File: config.mk
export PLATFORM = sky130hd
export DESIGN_NAME = set_mode_controller_flat
export DESIGN_NICKNAME = d
export VERILOG_FILES = /design/src/rtl/nixie_pkg.sv /design/src/rtl/set_mode_controller_if.sv /design/src/rtl/repeat_timer.sv /design/src/rtl/set_mode_controller.sv /design/src/flat_wrapper.sv
export SDC_FILE = /design/constraint.sdc
export NUM_CORES = 1
export LEC_CHECK = 0
export ABC_AREA = 1
export BUFFER_PORTS_ARGS = -buffer_cell sky130_fd_sc_hd__buf_2
export CORE_UTILIZATION = 50
export DETAILED_ROUTE_END_ITERATION = 10
export PLACE_DENSITY = 0.76
export SYNTH_ARGS = -nofsm -noshare
export SYNTH_HDL_FRONTEND = slang
export SYNTH_HIERARCHICAL = 1
export SYNTH_SLANG_ARGS = --single-unit
File: constraint.sdc
create_clock -name clk -period 6.35 [get_ports clk]
set_clock_uncertainty 0.2 [all_clocks]
set_input_delay 0.3175 -clock clk [delete_from_list [all_inputs] [get_ports clk]]
set_output_delay 0.3175 -clock clk [all_outputs]
set_load 0.01 [all_outputs]
File: src/rtl/nixie_pkg.sv
// Shared field encodings and default timing constants for the clock-setting UI.
package nixie_pkg;

  typedef enum logic [1:0] {
    FLD_RUN     = 2'd0,
    FLD_HOURS   = 2'd1,
    FLD_MINUTES = 2'd2,
    FLD_SECONDS = 2'd3
  } field_e;

  // Defaults assume a 100 MHz clock.
  localparam logic [31:0] DEF_HOLD_CYCLES    = 32'd50_000_000;    // 500 ms
  localparam logic [31:0] DEF_REPEAT_CYCLES  = 32'd10_000_000;    // 100 ms
  localparam logic [31:0] DEF_TIMEOUT_CYCLES = 32'd3_000_000_000; // 30 s
  localparam logic [31:0] DEF_BLINK_CYCLES   = 32'd25_000_000;    // 2 Hz blink

  // MODE button walks RUN -> HOURS -> MINUTES -> SECONDS -> RUN.
  function automatic field_e next_field(input field_e f);
    case (f)
      FLD_RUN:     return FLD_HOURS;
      FLD_HOURS:   return FLD_MINUTES;
      FLD_MINUTES: return FLD_SECONDS;
      default:     return FLD_RUN;
    endcase
  endfunction

endpackage

File: src/rtl/set_mode_controller_if.sv
// Button inputs and timekeeper/display outputs of the set-mode controller.
interface set_mode_controller_if;
  logic       modePulse;
  logic       upPulse;
  logic       downPulse;
  logic       upState;
  logic       downState;
  logic [1:0] field;
  logic       incPulse;
  logic       decPulse;
  logic       commitPulse;
  logic       blankField;

  // master: button/debounce side driving the controller
  modport master (
    output modePulse, upPulse, downPulse, upState, downState,
    input  field, incPulse, decPulse, commitPulse, blankField
  );

  // slave: the controller itself
  modport slave (
    input  modePulse, upPulse, downPulse, upState, downState,
    output field, incPulse, decPulse, commitPulse, blankField
  );
endinterface

File: src/rtl/repeat_timer.sv
// Auto-repeat timer for one held button: first step after HOLD_CYCLES held
// samples, then one step every REPEAT_CYCLES. step_o is combinational so the
// parent can register it together with the direct press pulse.
module repeat_timer
  import nixie_pkg::*;
#(
  parameter logic [31:0] HOLD_CYCLES   = DEF_HOLD_CYCLES,
  parameter logic [31:0] REPEAT_CYCLES = DEF_REPEAT_CYCLES
) (
  input  logic clk,
  input  logic rst_n,
  input  logic held_i,
  input  logic clr_i,
  output logic step_o
);

  logic [31:0] cnt_q, cnt_d;
  logic        rep_q, rep_d;   // 1 once the initial hold delay has elapsed
  logic [31:0] limit;

  // Count held samples against the active limit; reload on every step.
  always_comb begin
    limit  = rep_q ? REPEAT_CYCLES : HOLD_CYCLES;
    cnt_d  = cnt_q;
    rep_d  = rep_q;
    step_o = 1'b0;
    if (clr_i || !held_i) begin
      cnt_d = '0;
      rep_d = 1'b0;
    end else if (cnt_q == limit - 32'd1) begin
      step_o = 1'b1;
      cnt_d  = '0;
      rep_d  = 1'b1;
    end else begin
      cnt_d = cnt_q + 32'd1;
    end
  end

  // Counter state, falling-edge clocked like the rest of the controller.
  always_ff @(negedge clk or negedge rst_n) begin
    if (!rst_n) begin
      cnt_q <= '0;
      rep_q <= 1'b0;
    end else begin
      cnt_q <= cnt_d;
      rep_q <= rep_d;
    end
  end

endmodule

File: src/rtl/set_mode_controller.sv
// Clock-setting UI: MODE cycles the selected field, UP/DOWN (with
// auto-repeat) step the timekeeper, idle timeout returns to RUN, and the
// selected field blinks. All state is on the falling clock edge.
module set_mode_controller
  import nixie_pkg::*;
#(
  parameter logic [31:0] HOLD_CYCLES    = DEF_HOLD_CYCLES,
  parameter logic [31:0] REPEAT_CYCLES  = DEF_REPEAT_CYCLES,
  parameter logic [31:0] TIMEOUT_CYCLES = DEF_TIMEOUT_CYCLES,
  parameter logic [31:0] BLINK_CYCLES   = DEF_BLINK_CYCLES
) (
  input  logic                  clk,
  input  logic                  rst_n,
  set_mode_controller_if.slave  bus
);

  field_e      state_q, state_d;
  logic        inc_q, inc_d;
  logic        dec_q, dec_d;
  logic        commit_q, commit_d;
  logic        blank_q, blank_d;
  logic [31:0] idle_q, idle_d;
  logic [31:0] blink_q, blink_d;

  logic in_set, conflict, rpt_clr;
  logic up_step, dn_step, inc_req, dec_req, activity, timeout;

  assign in_set   = (state_q != FLD_RUN);
  // Both buttons held or both pressed together is treated as "no intent".
  assign conflict = (bus.upState && bus.downState) || (bus.upPulse && bus.downPulse);
  // MODE takes priority and RUN ignores the buttons, so repeat is cleared too.
  assign rpt_clr  = !in_set || bus.modePulse || conflict;

  repeat_timer #(
    .HOLD_CYCLES   (HOLD_CYCLES),
    .REPEAT_CYCLES (REPEAT_CYCLES)
  ) u_up_rpt (
    .clk    (clk),
    .rst_n  (rst_n),
    .held_i (bus.upState),
    .clr_i  (rpt_clr),
    .step_o (up_step)
  );

  repeat_timer #(
    .HOLD_CYCLES   (HOLD_CYCLES),
    .REPEAT_CYCLES (REPEAT_CYCLES)
  ) u_dn_rpt (
    .clk    (clk),
    .rst_n  (rst_n),
    .held_i (bus.downState),
    .clr_i  (rpt_clr),
    .step_o (dn_step)
  );

  assign inc_req  = bus.upPulse || up_step;
  assign dec_req  = bus.downPulse || dn_step;
  assign activity = bus.modePulse || bus.upPulse || bus.downPulse || up_step || dn_step;
  assign timeout  = in_set && !activity && (idle_q == TIMEOUT_CYCLES - 32'd1);

  // Field FSM next state plus step/commit strobes; inc and dec are exclusive.
  always_comb begin
    state_d  = state_q;
    commit_d = 1'b0;
    inc_d    = 1'b0;
    dec_d    = 1'b0;
    if (bus.modePulse) begin
      state_d  = next_field(state_q);
      commit_d = (state_q == FLD_SECONDS);
    end else if (timeout) begin
      state_d  = FLD_RUN;
      commit_d = 1'b1;
    end else if (in_set && !conflict) begin
      inc_d = inc_req && !dec_req;
      dec_d = dec_req && !inc_req;
    end
  end

  // Idle and blink counters; both reload explicitly and never wrap.
  always_comb begin
    idle_d  = idle_q + 32'd1;
    blink_d = blink_q + 32'd1;
    blank_d = blank_q;
    if (state_d == FLD_RUN || activity || state_d != state_q) begin
      idle_d = '0;
    end
    // Field is lit again right after any state change or step.
    if (state_d == FLD_RUN || state_d != state_q || inc_d || dec_d) begin
      blink_d = '0;
      blank_d = 1'b0;
    end else if (blink_q == BLINK_CYCLES - 32'd1) begin
      blink_d = '0;
      blank_d = !blank_q;
    end
  end

  // Registered state and outputs; reset clears everything immediately.
  always_ff @(negedge clk or negedge rst_n) begin
    if (!rst_n) begin
      state_q  <= FLD_RUN;
      inc_q    <= 1'b0;
      dec_q    <= 1'b0;
      commit_q <= 1'b0;
      blank_q  <= 1'b0;
      idle_q   <= '0;
      blink_q  <= '0;
    end else begin
      state_q  <= state_d;
      inc_q    <= inc_d;
      dec_q    <= dec_d;
      commit_q <= commit_d;
      blank_q  <= blank_d;
      idle_q   <= idle_d;
      blink_q  <= blink_d;
    end
  end

  assign bus.field       = state_q;
  assign bus.incPulse    = inc_q;
  assign bus.decPulse    = dec_q;
  assign bus.commitPulse = commit_q;
  assign bus.blankField  = blank_q;

endmodule

File: src/flat_wrapper.sv
// flat-port wrapper written by rule: the top's interface ports become plain ports
module set_mode_controller_flat import nixie_pkg::*;
#(
  parameter logic [31:0] HOLD_CYCLES    = DEF_HOLD_CYCLES,
  parameter logic [31:0] REPEAT_CYCLES  = DEF_REPEAT_CYCLES,
  parameter logic [31:0] TIMEOUT_CYCLES = DEF_TIMEOUT_CYCLES,
  parameter logic [31:0] BLINK_CYCLES   = DEF_BLINK_CYCLES
)
  (clk, rst_n, bus_modePulse, bus_upPulse, bus_downPulse, bus_upState, bus_downState, bus_field, bus_incPulse, bus_decPulse, bus_commitPulse, bus_blankField);
  set_mode_controller_if bus_i ();
  input  logic clk;
  input  logic rst_n;
  input wire logic [$bits(bus_i.modePulse)-1:0] bus_modePulse;
  input wire logic [$bits(bus_i.upPulse)-1:0] bus_upPulse;
  input wire logic [$bits(bus_i.downPulse)-1:0] bus_downPulse;
  input wire logic [$bits(bus_i.upState)-1:0] bus_upState;
  input wire logic [$bits(bus_i.downState)-1:0] bus_downState;
  output wire logic [$bits(bus_i.field)-1:0] bus_field;
  output wire logic [$bits(bus_i.incPulse)-1:0] bus_incPulse;
  output wire logic [$bits(bus_i.decPulse)-1:0] bus_decPulse;
  output wire logic [$bits(bus_i.commitPulse)-1:0] bus_commitPulse;
  output wire logic [$bits(bus_i.blankField)-1:0] bus_blankField;
  assign bus_i.modePulse = bus_modePulse;
  assign bus_i.upPulse = bus_upPulse;
  assign bus_i.downPulse = bus_downPulse;
  assign bus_i.upState = bus_upState;
  assign bus_i.downState = bus_downState;
  assign bus_field = bus_i.field;
  assign bus_incPulse = bus_i.incPulse;
  assign bus_decPulse = bus_i.decPulse;
  assign bus_commitPulse = bus_i.commitPulse;
  assign bus_blankField = bus_i.blankField;
  set_mode_controller #(.HOLD_CYCLES(HOLD_CYCLES), .REPEAT_CYCLES(REPEAT_CYCLES), .TIMEOUT_CYCLES(TIMEOUT_CYCLES), .BLINK_CYCLES(BLINK_CYCLES)) u_core (.clk(clk), .rst_n(rst_n), .bus(bus_i));
endmodule
==> metrics.md, run 1 <==
| Metric | Value |
|---|---|
| Count of cell types in the netlist | 32 |
| CP endpoint kind | register |
| Terminus of the critical flop-to-flop path | u_core/blink_q[25] |
| Worst slew pin tran | 771 ps |
| Nets | 1158 |
| Effective utilization at floorplan | 51.1% |
| Wire length per cell | 13.2 um |
| Site row count | 46 |
| IO buf count | 12 |
| Die span in x | 129 um |
| Combined global-route utilization of all metal layers | 24.4% |
| Maximum vdd ir drop | 0.000248 V |
| Required arrival time at the worst endpoint | 3380 ps |
| RSZ-0062 raised after global routing | false |
| Power Density | 236 mW/mm^2 |
| Register-to-register path setup slack | 3070 ps |
| Total of hold buffers inserted after clock tree synthesis | 0 |
| Syn Std Cell Area | 0.00809 sq mm |
| Launch point of the worst hold path | u_core/idle_q[0] |
| Clock H-tree levels | 4 |
| Number of flip-flops and latches in the synthesized netlist | 136 |
| Half-perimeter wire length after detailed placement | 13200 um |
| Synthesized Nets | 1135 |
| Final RePlAce weighted congestion | 0.928 |
| Cell accounting for the most synthesized area | dfrtn_1 |
| Critical path startpoint category | primary input |
| Iter 0 DRT Violations | 637 |
| I/O pins | 13 |
| Reg clk slew, reported paths | 40 ps |
| Insertion delay of the later-clocked pin in the worst-skew pair | 400 ps |
| Remaining number of nets flagged by the antenna check after routing | 0 |
| TritonCTS clock tree | built |
| Number of diodes added for antenna fixing | 0 |
| Post-CTS resize count | 0 |
| Synthesized area per cell | 7.21 sq um |
| Result of the run | completed |
| Synth top area share | 42.1% |
| Number of buffers on the longest clock path | 2 |
| Clock Sinks | 136 |
| Worst slew margin | 48.4% |
| Share of the yosys chip area belonging to registers | 42.1% |
| Endpoint of the worst hold-timing path | u_core/idle_q[0] |
| Commonest non-fill, non-tap cell in the layout | nand2_1 |
| Worst-path fanout max | 33 |
| Static Leakage | 3.58 nW |
| Synth warnings | 6 |
| Number of instances in the synthesized netlist | 1121 |
| R2R cell count | 17 |
| Total congestion overflow | 0 |
| Class of the tightest hold or removal check | reg -> reg |
| Core occupancy in the finished layout | 56.6% |
| Routed vias | 7034 |
| Buffers inserted by post-CTS timing repair | 0 |
| Max Transition Viols Final | 0 |
| Post-Route WL | 18200 um |
| Endpoints failing hold | 0 |
| Number of cells traversed by the worst hold path | 1 |
| Most frequent cells in the layout | 292 x nand2_1, 284 x nor2_1, 136 x dfrtn_1 |
| Arr. time, crit path | 2630 ps |
| Startpoint of the worst register-to-register path | u_core/bus.field[0] |
| Start-to-end type of the worst setup path | in -> reg |
| Detailed-router iteration count before antenna repair | 6 |
| Core region area | 0.0158 sq mm |
| Die footprint | 0.0167 sq mm |
| Setup tns final | 0 ps |
| Area growth from synthesis to layout | 10.8% |
| Fraction of final layout cells with drive strength greater than 1 | 7.95% |
| Top cells by area in the synthesized netlist | dfrtn_1 42%, nand2_1 14%, nor2_1 13% |
| Die H | 129 um |
| Antenna violations before repair | 0 |
| Root Buffer | clkbuf_16 |
| Via count of the first global-routing pass | 6771 |
| Count of endpoints failing setup in the final report | 0 |
| Total clock buffers created by CTS | 17 |
| Max Cap Viol | 0 |
| Residual DRC | 0 |
| Pin count of the biggest net entering global routing | 83 |
| First-pass GRT wire length | 31600 um |
| Vias per std cell | 5.12 |
==> worst max-delay path by stage <==
stage	slack, ps	from	to
2_1_floorplan	970	bus_downPulse	u_core/blink_q[6]
3_3_place_gp	480	bus_modePulse	u_core/blink_q[28]
3_5_place_dp	340	bus_modePulse	u_core/blink_q[25]
4_1_cts	760	bus_modePulse	u_core/blink_q[25]
5_1_grt	390	bus_modePulse	u_core/blink_q[11]
6_report	750	bus_modePulse	u_core/blink_q[25]
==> power by group <==
group	internal, W	leakage [nW]	switching, W
Combinational	0.0000500	1.40	0.000164
Sequential	0.000887	1.89	0.0000187
Clock	0.000610	0.283	0.000383
==> metrics by stage <==
stage               hold slack, ps  setup WS, ps  std cells  area (sq um)  power, W
global placement               194           477       1341          8360   0.00113
finish                         201           748       1373          8960   0.00211
CTS                            205           757       1373          8960   0.00213
floorplan                      179           975       1121          8090   0.00110
detailed placement             204           337       1341          8360   0.00113
global route                   240           388       1373          8960   0.00220
==> cell type report <==
cell class | count | area [sq um]
timing repair buffer | 15 | 101
tap | 216 | 270
sequential | 136 | 3400
clock inverter | 10 | 119
inverter | 101 | 379
multi-input combinational | 873 | 4210
clock buffer | 22 | 474
fill | 1492 | 6870
==> synthesized netlist by cell type, drive strengths merged <==
cell and instances:
nand3 55, nand3b 4, xnor2 25, nand4 16, a21oi 11, nor3b 5
buf 9, o211ai 1, ha 7, nand2 306, xor2 64, inv 101
or2 8, o21ai 7, nor4 14, clkbuf 2, nor2 305, and3 2
a31oi 1, dfrtn 136, nor3 42
==> worst max-delay path, stage by stage <==
cell and delay (ps):
buf_2 130, inv_1 100, nand4_1 150, nor2_1 290, inv_1 100, nor2_1 110
nor2_1 70, nand3_1 140, nor2_1 80, nand3_2 100, nand2_1 100, nand2_2 80
nand2_1 50, nand2_1 100, nand4_4 440, nor2_1 260
==> kinds of logic (layout without fill, tap and decap cells) <==
group	after synthesis	after routing	share of synthesized area (%)
flip-flops	136	136	42.1
AO/OA/AOI/OAI	20	20	1.28
buffers and inverters	112	148	5.86
AND/OR/NAND/NOR	757	757	40.1
XOR/XNOR	89	89	9.64
adder cells (fa/ha/maj)	7	7	1.08
==> flip-flops by register name, indices dropped and copies added, names as in the netlist <==
| register | flops |
|---|---|
| u_core/blink_q | 32 |
| u_core/bus.blankField | 1 |
| u_core/bus.commitPulse | 1 |
| u_core/bus.decPulse | 1 |
| u_core/bus.field | 2 |
| u_core/bus.incPulse | 1 |
| u_core/idle_q | 32 |
| u_core/u_dn_rpt/cnt_q | 32 |
| u_core/u_dn_rpt/rep_q | 1 |
| u_core/u_up_rpt/cnt_q | 32 |
| u_core/u_up_rpt/rep_q | 1 |
==> routing by layer <==
layer	part of all wire [%]	vias up	track usage, %
met5	0	-	0
met4	1.7	0	9.00
met3	4.3	31	5.45
met2	45	160	37.8
met1	49	3303	33.4
li1	-	3540	-
Note: power is estimated with default switching activity, not from simulation.
==> run 2: changes to the inputs <==
- RECOVER_POWER: default -> 50
==> run 2 against run 1 <==
  * The flow now finishes with violations (max-capacitance violations, max-slew violations)
  * Die area unchanged
  * Combinational power about the same
  * Critical path depth down 2
  * Final area shrank 0.31%
  * Flip-flop and latch count did not move
  * Worst setup slack worse by 78 ps
  * First-iteration DRC count down 16%
  * Clock power hardly changed
  * Via count stayed put
  * Final cell count unchanged
  * Critical path type unchanged
  * Critical endpoint is now u_core/idle_q[3]
  * Largest power group unchanged
==> metrics.md, run 2 (synthesis results as in run 1) <==
| Metric | Value |
|---|---|
| Result of the run | complete, but fails checks (was completed) |
| Violated checks | max-capacitance violations, max-slew violations |
| Start-to-end type of the worst setup path | in -> reg (unchanged) |
| Endpoints failing hold | 0 (unchanged) |
| Clock Sinks | 136 (unchanged) |
| Residual DRC | 0 (unchanged) |
| Total of hold buffers inserted after clock tree synthesis | 0 (unchanged) |
| Worst slew margin | -31.8% (was 48.4%) |
| Iter 0 DRT Violations | 533 (was 637) |
| First-pass GRT wire length | 31600 um (unchanged) |
| Launch point of the worst hold path | u_core/idle_q[0] (unchanged) |
| Final RePlAce weighted congestion | 0.928 (unchanged) |
| Class of the tightest hold or removal check | reg -> reg (unchanged) |
| Post-CTS resize count | 0 (unchanged) |
| Detailed-router iteration count before antenna repair | 6 (unchanged) |
| Die span in x | 129 um (unchanged) |
| Commonest non-fill, non-tap cell in the layout | nand2_1 (unchanged) |
| Via count of the first global-routing pass | 6771 (unchanged) |
| Worst slew pin tran | 1980 ps (was 771 ps) |
| I/O pins | 13 (unchanged) |
| Routed vias | 7034 (unchanged) |
| Buffers inserted by post-CTS timing repair | 0 (unchanged) |
| Nets | 1158 (unchanged) |
| Setup tns final | 0 ps (unchanged) |
| Max Cap Viol | 1 (was 0) |
| Critical path startpoint category | primary input (unchanged) |
| Die H | 129 um (unchanged) |
| Root Buffer | clkbuf_16 (unchanged) |
| Number of buffers on the longest clock path | 2 (unchanged) |
| Maximum vdd ir drop | 0.000248 V (about the same) |
| RSZ-0062 raised after global routing | false (unchanged) |
| Wire length per cell | 13.3 um (was 13.2 um) |
| Total instance count after detailed placement | 1341 (unchanged) |
| Remaining number of nets flagged by the antenna check after routing | 0 (unchanged) |
| TritonCTS clock tree | built (unchanged) |
| Core region area | 0.0158 sq mm (unchanged) |
| Clock H-tree levels | 4 (unchanged) |
| Antenna violations before repair | 0 (unchanged) |
| Power Density | 236 mW/mm^2 (about the same) |
| Arr. time, crit path | 2520 ps (was 2630 ps) |
| Total congestion overflow | 0 (unchanged) |
| Insertion delay of the later-clocked pin in the worst-skew pair | 400 ps (about the same) |
| Effective utilization at floorplan | 51.1% (unchanged) |
| Die footprint | 0.0167 sq mm (unchanged) |
| First element of the critical path | bus_modePulse (unchanged) |
| IO buf count | 12 (unchanged) |
| Area growth from synthesis to layout | 10.4% (was 10.8%) |
| Number of fill cells in the layout | 1496 (was 1492) |
| Combined global-route utilization of all metal layers | 24.4% (unchanged) |
| Total clock buffers created by CTS | 17 (unchanged) |
| Most frequent cells in the layout | 293 x nand2_1, 284 x nor2_1, 136 x dfrtn_1 (was 292 x nand2_1, 284 x nor2_1, 136 x dfrtn_1) |
| Area taken by multi-input logic gates | 0.00420 sq mm (was 0.00421 sq mm) |
| Post-Route WL | 18200 um (about the same) |
| Vias per std cell | 5.12 (unchanged) |
| Half-perimeter wire length after detailed placement | 13200 um (unchanged) |
| Site row count | 46 (unchanged) |
| Pin count of the biggest net entering global routing | 83 (unchanged) |
| Startpoint of the worst register-to-register path | u_core/bus.field[0] (unchanged) |
| CP endpoint kind | register (unchanged) |
| Worst-path fanout max | 32 (was 33) |
| Fraction of final layout cells with drive strength greater than 1 | 7.78% (was 7.95%) |
| Number of standard cells in the layout, taps in and fillers out | 1373 (unchanged) |
| Count of endpoints failing setup in the final report | 0 (unchanged) |
| Number of diodes added for antenna fixing | 0 (unchanged) |
| Area occupied by registers | 0.00340 sq mm (unchanged) |
| Static Leakage | 3.56 nW (was 3.58 nW) |
| Required arrival time at the worst endpoint | 3190 ps (was 3380 ps) |
| Reg clk slew, reported paths | 40 ps (about the same) |
| Max Transition Viols Final | 83 (was 0) |
run 2: changes by cell type in the layout (fill, tap and decap cells not counted):
cell      change
nand2_4       -1
nand2_1       +1
buf_6         -1
buf_12        -1
clkbuf_1      +1
clkbuf_4      +1
buf_2         -1
clkbuf_2      +1
run 2: layer usage:
layer | routed length (um) | vias up | track usage, %
met5 | 0 | - | 0
met4 | 306 | 0 | 9.00
met3 | 893 | 35 | 5.45
met2 | 8130 | 182 | 37.8
met1 | 8870 | 3277 | 33.4
li1 | - | 3540 | -
run 2: final cells by class:
type	instances	area share [%]
Multi-Input combinational cell	873	47.1
Timing Repair Buffer	15	0.911
Clock buffer	22	5.31
Clock inverter	10	1.33
Inverter	101	4.25
Tap cell	216	3.03
Sequential cell	136	38.1
run 2: worst paths after layout:
path	endpoint	depth (start not counted)	slack (ps)
worst max register to register	u_core/blink_q[25]	17	3080
min in group asynchronous	u_core/idle_q[21]	1	3330
worst max-delay path	u_core/idle_q[3]	14	670
worst min-delay path	u_core/idle_q[0]	1	200
worst min register to register	u_core/idle_q[0]	1	200
max in group asynchronous	u_core/u_dn_rpt/cnt_q[17]	2	820
run 2: through the flow:
stage	worst slack, ps	hold slack (ps)	power [W]	util [%]	area, sq um
floorplan	975	179	0.00110	-	8090
global placement	477	194	0.00113	52.8	8360
detailed placement	337	204	0.00113	52.8	8360
CTS	757	205	0.00213	56.6	8960
global route	234	240	0.00220	56.4	8930
finish	670	201	0.00211	56.4	8930
run 2: worst max-delay path, cell delays in order:
cell and delay, ps:
clkbuf_1 180, inv_1 120, nand4_1 150, nor2_1 110, inv_1 80, nor2_1 50
nor2_1 180, nand3_1 170, nor2_1 170, nand3_2 120, nand2_1 140, nand3_2 130
nand2_2 490, nor3b_1 110
run 2: power by group:
group / internal (W) / switching (W) / total (W)
logic: 0.0000481 / 0.000163 / 0.000212
registers: 0.000887 / 0.0000188 / 0.000906
clock network: 0.000610 / 0.000384 / 0.000994
total: 0.00155 / 0.000566 / 0.00211
